### config.mk
export PLATFORM = sky130hd
export DESIGN_NAME = arb_low4
export DESIGN_NICKNAME = d
export VERILOG_FILES = /design/src/rtl/arb_low4.sv
export SDC_FILE = /design/constraint.sdc
export NUM_CORES = 1
export LEC_CHECK = 0
export ABC_AREA = 1
export BUFFER_PORTS_ARGS = -buffer_cell sky130_fd_sc_hd__buf_2
export CORE_AREA = 2 2 57 59
export CTS_CLUSTER_SIZE = 20
export DETAILED_ROUTE_END_ITERATION = 8
export DIE_AREA = 0 0 59 61
export PLACE_DENSITY = 0.47
export SYNTH_ARGS = -nofsm -noshare
export SYNTH_HDL_FRONTEND = slang
export SYNTH_SLANG_ARGS = --single-unit
### constraint.sdc
create_clock -name clk -period 2.2 [get_ports clk]
set_input_delay 0.55 -clock clk [delete_from_list [all_inputs] [get_ports clk]]
set_output_delay 0.55 -clock clk [all_outputs]
set_load 0.02 [all_outputs]
### src/rtl/arb_low4.sv
// rtl/arb_low4.sv - four-way round-robin arbiter with active-low grants and optional hold limit
// Optional hold-limit revocation is enabled by defining ARB_LOW4_TIMEOUT_EN.
module arb_low4 #(
   parameter int MAXHOLD = 15
) (
   input  logic clk,
   input  logic rst,
   input  logic r0,
   input  logic r1,
   input  logic r2,
   input  logic r3,
   output logic g0,
   output logic g1,
   output logic g2,
   output logic g3,
   output logic s0,
   output logic s1,
   output logic busy,
   output logic timeout
);

   typedef enum logic [1:0] {IDLE, GRANT, GAP} state_t;

   localparam logic [7:0] MAX_C = 8'(MAXHOLD);

   state_t      state_q, state_d;
   logic [1:0]  last_q, last_d;
   logic [1:0]  sel_q, sel_d;
   logic [7:0]  hold_q, hold_d;
   logic [3:0]  gnt_q, gnt_d;
   logic        busy_q, busy_d;
   logic        to_q, to_d;

   logic [3:0]  req;
   logic [1:0]  win;
   logic [1:0]  cand;
   logic        found;

   assign req = {r3, r2, r1, r0};

   // Search starts one past the previous grantee; k = 4 wraps back to last itself.
   always_comb begin
      win   = 2'd0;
      cand  = 2'd0;
      found = 1'b0;
      for (int k = 1; k <= 4; k++) begin
         cand = last_q + 2'(k);
         if (!found && req[cand]) begin
            win   = cand;
            found = 1'b1;
         end
      end
   end

   always_comb begin
      state_d = state_q;
      last_d  = last_q;
      sel_d   = sel_q;
      hold_d  = hold_q;
      to_d    = 1'b0;
      case (state_q)
         IDLE: begin
            if (found) begin
               state_d = GRANT;
               sel_d   = win;
               last_d  = win;
               hold_d  = 8'd0;
            end
         end
         GRANT: begin
            if (hold_q != MAX_C) begin
               hold_d = hold_q + 8'd1;
            end
            if (!req[sel_q]) begin
               state_d = GAP;
            end
`ifdef ARB_LOW4_TIMEOUT_EN
            // A request drop on the limit cycle takes the branch above: plain release.
            else if (hold_q == MAX_C - 8'd1) begin
               state_d = GAP;
               to_d    = 1'b1;
            end
`endif
         end
         GAP: begin
            state_d = IDLE;
         end
         default: begin
            state_d = IDLE;
         end
      endcase
      busy_d = (state_d == GRANT);
      gnt_d  = busy_d ? ~(4'b0001 << sel_d) : 4'hF;
   end

   always_ff @(posedge clk) begin
      if (rst) begin
         state_q <= IDLE;
         last_q  <= 2'd3;
         sel_q   <= 2'd0;
         hold_q  <= 8'd0;
         gnt_q   <= 4'hF;
         busy_q  <= 1'b0;
         to_q    <= 1'b0;
      end else begin
         state_q <= state_d;
         last_q  <= last_d;
         sel_q   <= sel_d;
         hold_q  <= hold_d;
         gnt_q   <= gnt_d;
         busy_q  <= busy_d;
         to_q    <= to_d;
      end
   end

   assign g0      = gnt_q[0];
   assign g1      = gnt_q[1];
   assign g2      = gnt_q[2];
   assign g3      = gnt_q[3];
   assign s0      = sel_q[0];
   assign s1      = sel_q[1];
   assign busy    = busy_q;
   assign timeout = to_q;

endmodule

## Word level (Yosys, flattened, before mapping)

Cells that the tools add are included.

- Bits of input ports: 6
- Output and inout bits: 8
- Flip-flop bits (word level): 11

- Reduce and logical (&&, ||, !) cells: 9
- Bitwise logic cells: 2
- $add $sub $neg: 3
- Shift operators: 1
- Order comparisons: 5
- Equality and inequality tests: 2
- Multiplexer cells: 23

Operators by type and width:

| operator | count |
|---|---|
| $mux W2 | 8 |
| $lt A2 B3 Y1 const B | 5 |
| $bmux W1 S2 | 5 |
| $mux W1 | 9 |
| $add A2 B2 Y2 const B | 2 |
| $eq A2 B1 Y1 const B | 2 |
| $not A4 Y4 | 1 |
| $pmux W2 S2 | 1 |
| $shl A1 B2 Y4 const A | 1 |
| $logic_and A1 B1 Y1 | 3 |
| $logic_not A1 Y1 | 3 |
| $add A2 B1 Y2 const B | 1 |
| $logic_not A2 Y1 | 1 |
| $reduce_and A2 Y1 | 1 |
| $reduce_or A2 Y1 | 1 |
| $not A1 Y1 | 1 |

## Depth between registers and ports, before layout

- Depth after elaboration: 18
- Gate-level depth with buffers: 14
- Mapped depth without buffers: 13

## Worst setup path after synthesis

Ideal clock, no wire load.

- Kind: input port to flip-flop
- Start point: in r3
- End point: reg gnt_q[0]
- Path slack: 670 ps
- Buffers on the path: 0
- Cell stages on the path: 12
- Arrival time: 1,406 ps
- Path through: inv_1 -> nand2_1 -> nand3_1 -> nand2_2 -> nor2_8 -> nand3_4 -> nand2_4 -> inv_4 -> nand2_4 -> nand2_4 -> inv_2 -> nand3_1

- Word-level cells in the longest chain between the ends: 17
- Elaborated cells on any way between the ends: 34
- Classes of those cells: eq/ne: 1; shift: 1; mux: 23; bitwise: 2; reduce/logical: 7

Ends and longest elaborated chain:

| element | RTL line | text |
|---|---|---|
| from (decl) | 11 | `input logic r3,` |
| $bmux W1 S2 | 48 | `if (!found && req[cand]) begin` |
| $mux W1 (implied by the code) | 48 |  |
| $mux W1 | 48 |  |
| $logic_not A1 Y1 | 48 |  |
| $logic_and A1 B1 Y1 | 48 |  |
| $mux W1 | 48 |  |
| $logic_not A1 Y1 | 48 |  |
| $logic_and A1 B1 Y1 | 48 |  |
| $mux W1 | 48 |  |
| $logic_not A1 Y1 | 48 |  |
| $logic_and A1 B1 Y1 | 48 |  |
| $mux W1 | 48 |  |
| $mux W2 | 63 | `if (found) begin` |
| $pmux W2 S2 | 61 | `case (state_q)` |
| $eq A2 B1 Y1 | 92 | `busy_d = (state_d == GRANT);` |
| $not A1 Y1 (no source line) | n/a |  |
| $reduce_or A2 Y1 (no source line) | n/a |  |
| to (signal assigned) | 110 | `gnt_q <= gnt_d;` |
| to (decl) | 30 | `logic [3:0] gnt_q, gnt_d;` |

Several ways; a longest one is shown, not always the timed one. The select of a mux whose other input is x is not followed.
A chain may end at the register's enable or synchronous reset.

## Worst setup path in the final report

- Start point: reg last_q[0]
- End point: reg gnt_q[0]

- Word-level cells in the longest chain between the ends: 18
- Elaborated cells on any way between the ends: 34
- Classes of those cells: add/sub: 3; eq/ne: 1; shift: 1; mux: 20; bitwise: 2; reduce/logical: 7

Ends and longest elaborated chain:

| element | RTL line | text |
|---|---|---|
| from (decl) | 27 | `logic [1:0] last_q, last_d;` |
| from (signal assigned) | 107 | `last_q <= last_d;` |
| $add A2 B1 Y2 | 47 | `cand = last_q + 2'(k);` |
| $bmux W1 S2 | 48 |  |
| $mux W1 (implied by the code) | 48 |  |
| $mux W1 | 48 |  |
| $logic_not A1 Y1 | 48 |  |
| $logic_and A1 B1 Y1 | 48 |  |
| $mux W1 | 48 |  |
| $logic_not A1 Y1 | 48 |  |
| [2 not listed] | n/a |  |
| $logic_not A1 Y1 | 48 |  |
| $logic_and A1 B1 Y1 | 48 |  |
| $mux W1 | 48 |  |
| $mux W2 | 63 |  |
| $pmux W2 S2 | 61 |  |
| $eq A2 B1 Y1 | 92 |  |
| $not A1 Y1 (no source line) | n/a |  |
| $reduce_or A2 Y1 (no source line) | n/a |  |

Several ways; a longest one is shown, not always the timed one. The select of a mux whose other input is x is not followed.

==> flow_summary.toml <==
[logic_synthesis]
synth_area_um2 = 724
yosysMostFrequentCell = "nand2_1"
yosys-top-cells-count = "nand2_1 (32), dfxtp_1 (11), nand3_1 (10)"
synthesis.nets = 110
synth_cells = 104
ys.flop_type = "dfxtp_1"
synth.top_cell.area_share_pct = 30.4
ys_seq_elements = 11
synth_cell_type_count = 24
synth-async-reset-ratio_pct = 0
avgSynthCellArea_um2 = 6.97
ys_top_cells_by_area = "dfxtp_1 (30%), nand2_1 (17%), nand2_4 (7.8%)"
yosys.area.top_type = "dfxtp_1"
yosys_warnings = 0
synth-edff-count = 0
ys_seq_area_share_pct = 30.4

[clocking]
clock-sinks = 11
clkLatencyLatePin_ns = 0.26
cts_tree = "done"
root_buffer = "clkbuf_4"
cts_buffers = 3
cts.path.max_buffers = 2
h-tree-depth = 1
postCtsSetupBuffers = 0
cts_resized = 0
clk_pin_slew_ns = 0.06
ctsHoldBuffers = 0

[sta]
setup_tns_ns = 0
final-hold-violation-count = 0
min_period_over_period_pct = 77.1
finalSetupViolations = 0
drv_slew = 0
fmax_ghz = 0.590
layout_setup_ws_ns = 0.504
holdWs_ns = 0.446
post-route-min-period_ns = 1.70
rsz0062_at_grt = "false"
finalClockSkew_ns = 0.00116

[placed_design]
place_hpwl_um = 1220
dp_slack_ns = 0.417
placed_cell_area_um2 = 811
place_congestion = 0.768
io_buffers = 12
dp_cells = 147

[floorplan]
pin_count = 14
floorplan.initialDensity_pct = 24.5
die_w_um = 59
row_count = 20
core_um2 = 2950
dieArea_um2 = 3600
die_y_um = 61

[grt]
grt_max_degree = 11
overflow = 0
grtUsageMet2_pct = 15.6
grt_pass1_wl_um = 2530
busiest_layer = "met2"
met1_usage_pct = 11.3
grt_pass1_vias = 623
antenna_found_initial = 0
use_met3_pct = 1.49
track_usage_pct = 9.09

[power]
p_leak_nw = 0.425
power.total_mw = 1.42
pwr-share-clk_pct = 9.1
switching_share_pct = 53.2
p_seq_share_pct = 24.2
p_switching_mw = 0.756
pwr-share-comb_pct = 66.8
ir_worst_vdd_uv = 573
power_density_nw_per_um2 = 1700
intPower_mw = 0.666

[worst_setup_path]
criticalPathCategory = "reg2reg"
cp_max_fo = 10
critPathTopFamily = "simple AND/OR/NAND/NOR gates"
critPathSlowestCell = "dfxtp_1"
crit_path_end_kind = "flip-flop"
path_cells = "inv_6 > nand2_1 > nand2_1 > nand2_1 > nand2_2 > nor2_8 > nand3_4 > nand2_4 > inv_4 > nand2_4 > nand2_4 > inv_2 > nand3_1"
critPathArrivalTime_ns = 1.84
slowest_delay_ns = 0.52
startpoint_type = "flip-flop"
cp.buffers_inverters = 3
required_ns = 2.34

[status]
outcome = "complete, no violations"

[cells_and_area]
fin_util_pct = 28.3
num_antenna_cells = 0
postLayoutCellArea_um2 = 837
syn2layout_area_growth_pct = 15.5
finalNonFillerCells = 151
nNetsFinal = 125
drive_above_1_share_pct = 33.1

[drt]
route.detailed.drc = 0
wirelength_um = 1450
vias = 661
drt_iter0_markers = 15
wire_per_inst_um = 9.63
drt_pass1_iterations = 3
routed_via_density = 4.38
ant_nets = 0

[hold_path]
hp-class = "reg2reg"

[flow_run]
cap_violations = 0
-- layout make-up --
cell class | count | area (µm²)
clock buffer | 4 | 26.3
tap | 33 | 41.3
fill | 341 | 2120
inverter | 13 | 56.3
timing repair buffer | 12 | 60.1
sequential | 11 | 220
multi-input combinational | 78 | 433
-- worst reg2reg max path, cell delays in order (launching register included) --
cell and delay, ns:
dfxtp_1 0.52, inv_6 0.09, nand2_1 0.09, nand2_1 0.08, nand2_1 0.08, nand2_2 0.09
nor2_8 0.13, nand3_4 0.08, nand2_4 0.11, inv_4 0.06, nand2_4 0.07, nand2_4 0.05
inv_2 0.06, nand3_1 0.07
-- layer usage --
layer	up-vias	wire length, µm
met1	293	700
met5	-	0
met2	8	702
met4	0	4
li1	358	-
met3	2	48
-- layout by cell type, fill, tap and decap left out, drive strengths merged --
master,Yosys,routed
a21oi,4,4
o211ai,2,2
conb,1,1
nand4,1,1
nand2,44,44
buf,2,12
dfxtp,11,11
nand3,12,12
inv,13,13
nor2,10,10
nand3b,1,1
o21ai,1,1
clkbuf,0,4
nor4,1,1
a32oi,1,1
-- power by group through the flow --
stage	clock network (mW)	logic [mW]	registers (mW)
2_1_floorplan	0	0.752	0.384
3_3_place_gp	0	0.949	0.349
3_5_place_dp	0	0.956	0.350
4_1_cts	0.136	0.962	0.345
5_1_grt	0.142	1.07	0.357
6_report	0.129	0.950	0.343
-- flip-flops by register name, indices dropped and copies added, names as in the netlist --
| register | count |
|---|---|
| busy | 1 |
| gnt_q | 4 |
| last_q | 2 |
| sel_q | 2 |
| state_q | 2 |
-- logic make-up after synthesis --
logic type,after synthesis,synth area share [%]
AND/OR/NAND/NOR,69,52.0
flip-flops,11,30.4
buffers and inverters,15,9.84
AO/OA/AOI/OAI,8,7.25
other,1,0.518
-- final timing paths --
path / startpoint / endpoint / slack (ns) / depth (start not counted)
setup reg to reg: last_q[0] / gnt_q[0] / 0.50 / 13
setup / recovery: last_q[0] / gnt_q[0] / 0.50 / 13
hold reg to reg: state_q[1] / state_q[1] / 0.45 / 1
hold / removal: state_q[1] / state_q[1] / 0.45 / 1
No activity file was read; power rests on OpenSTA's default activity.
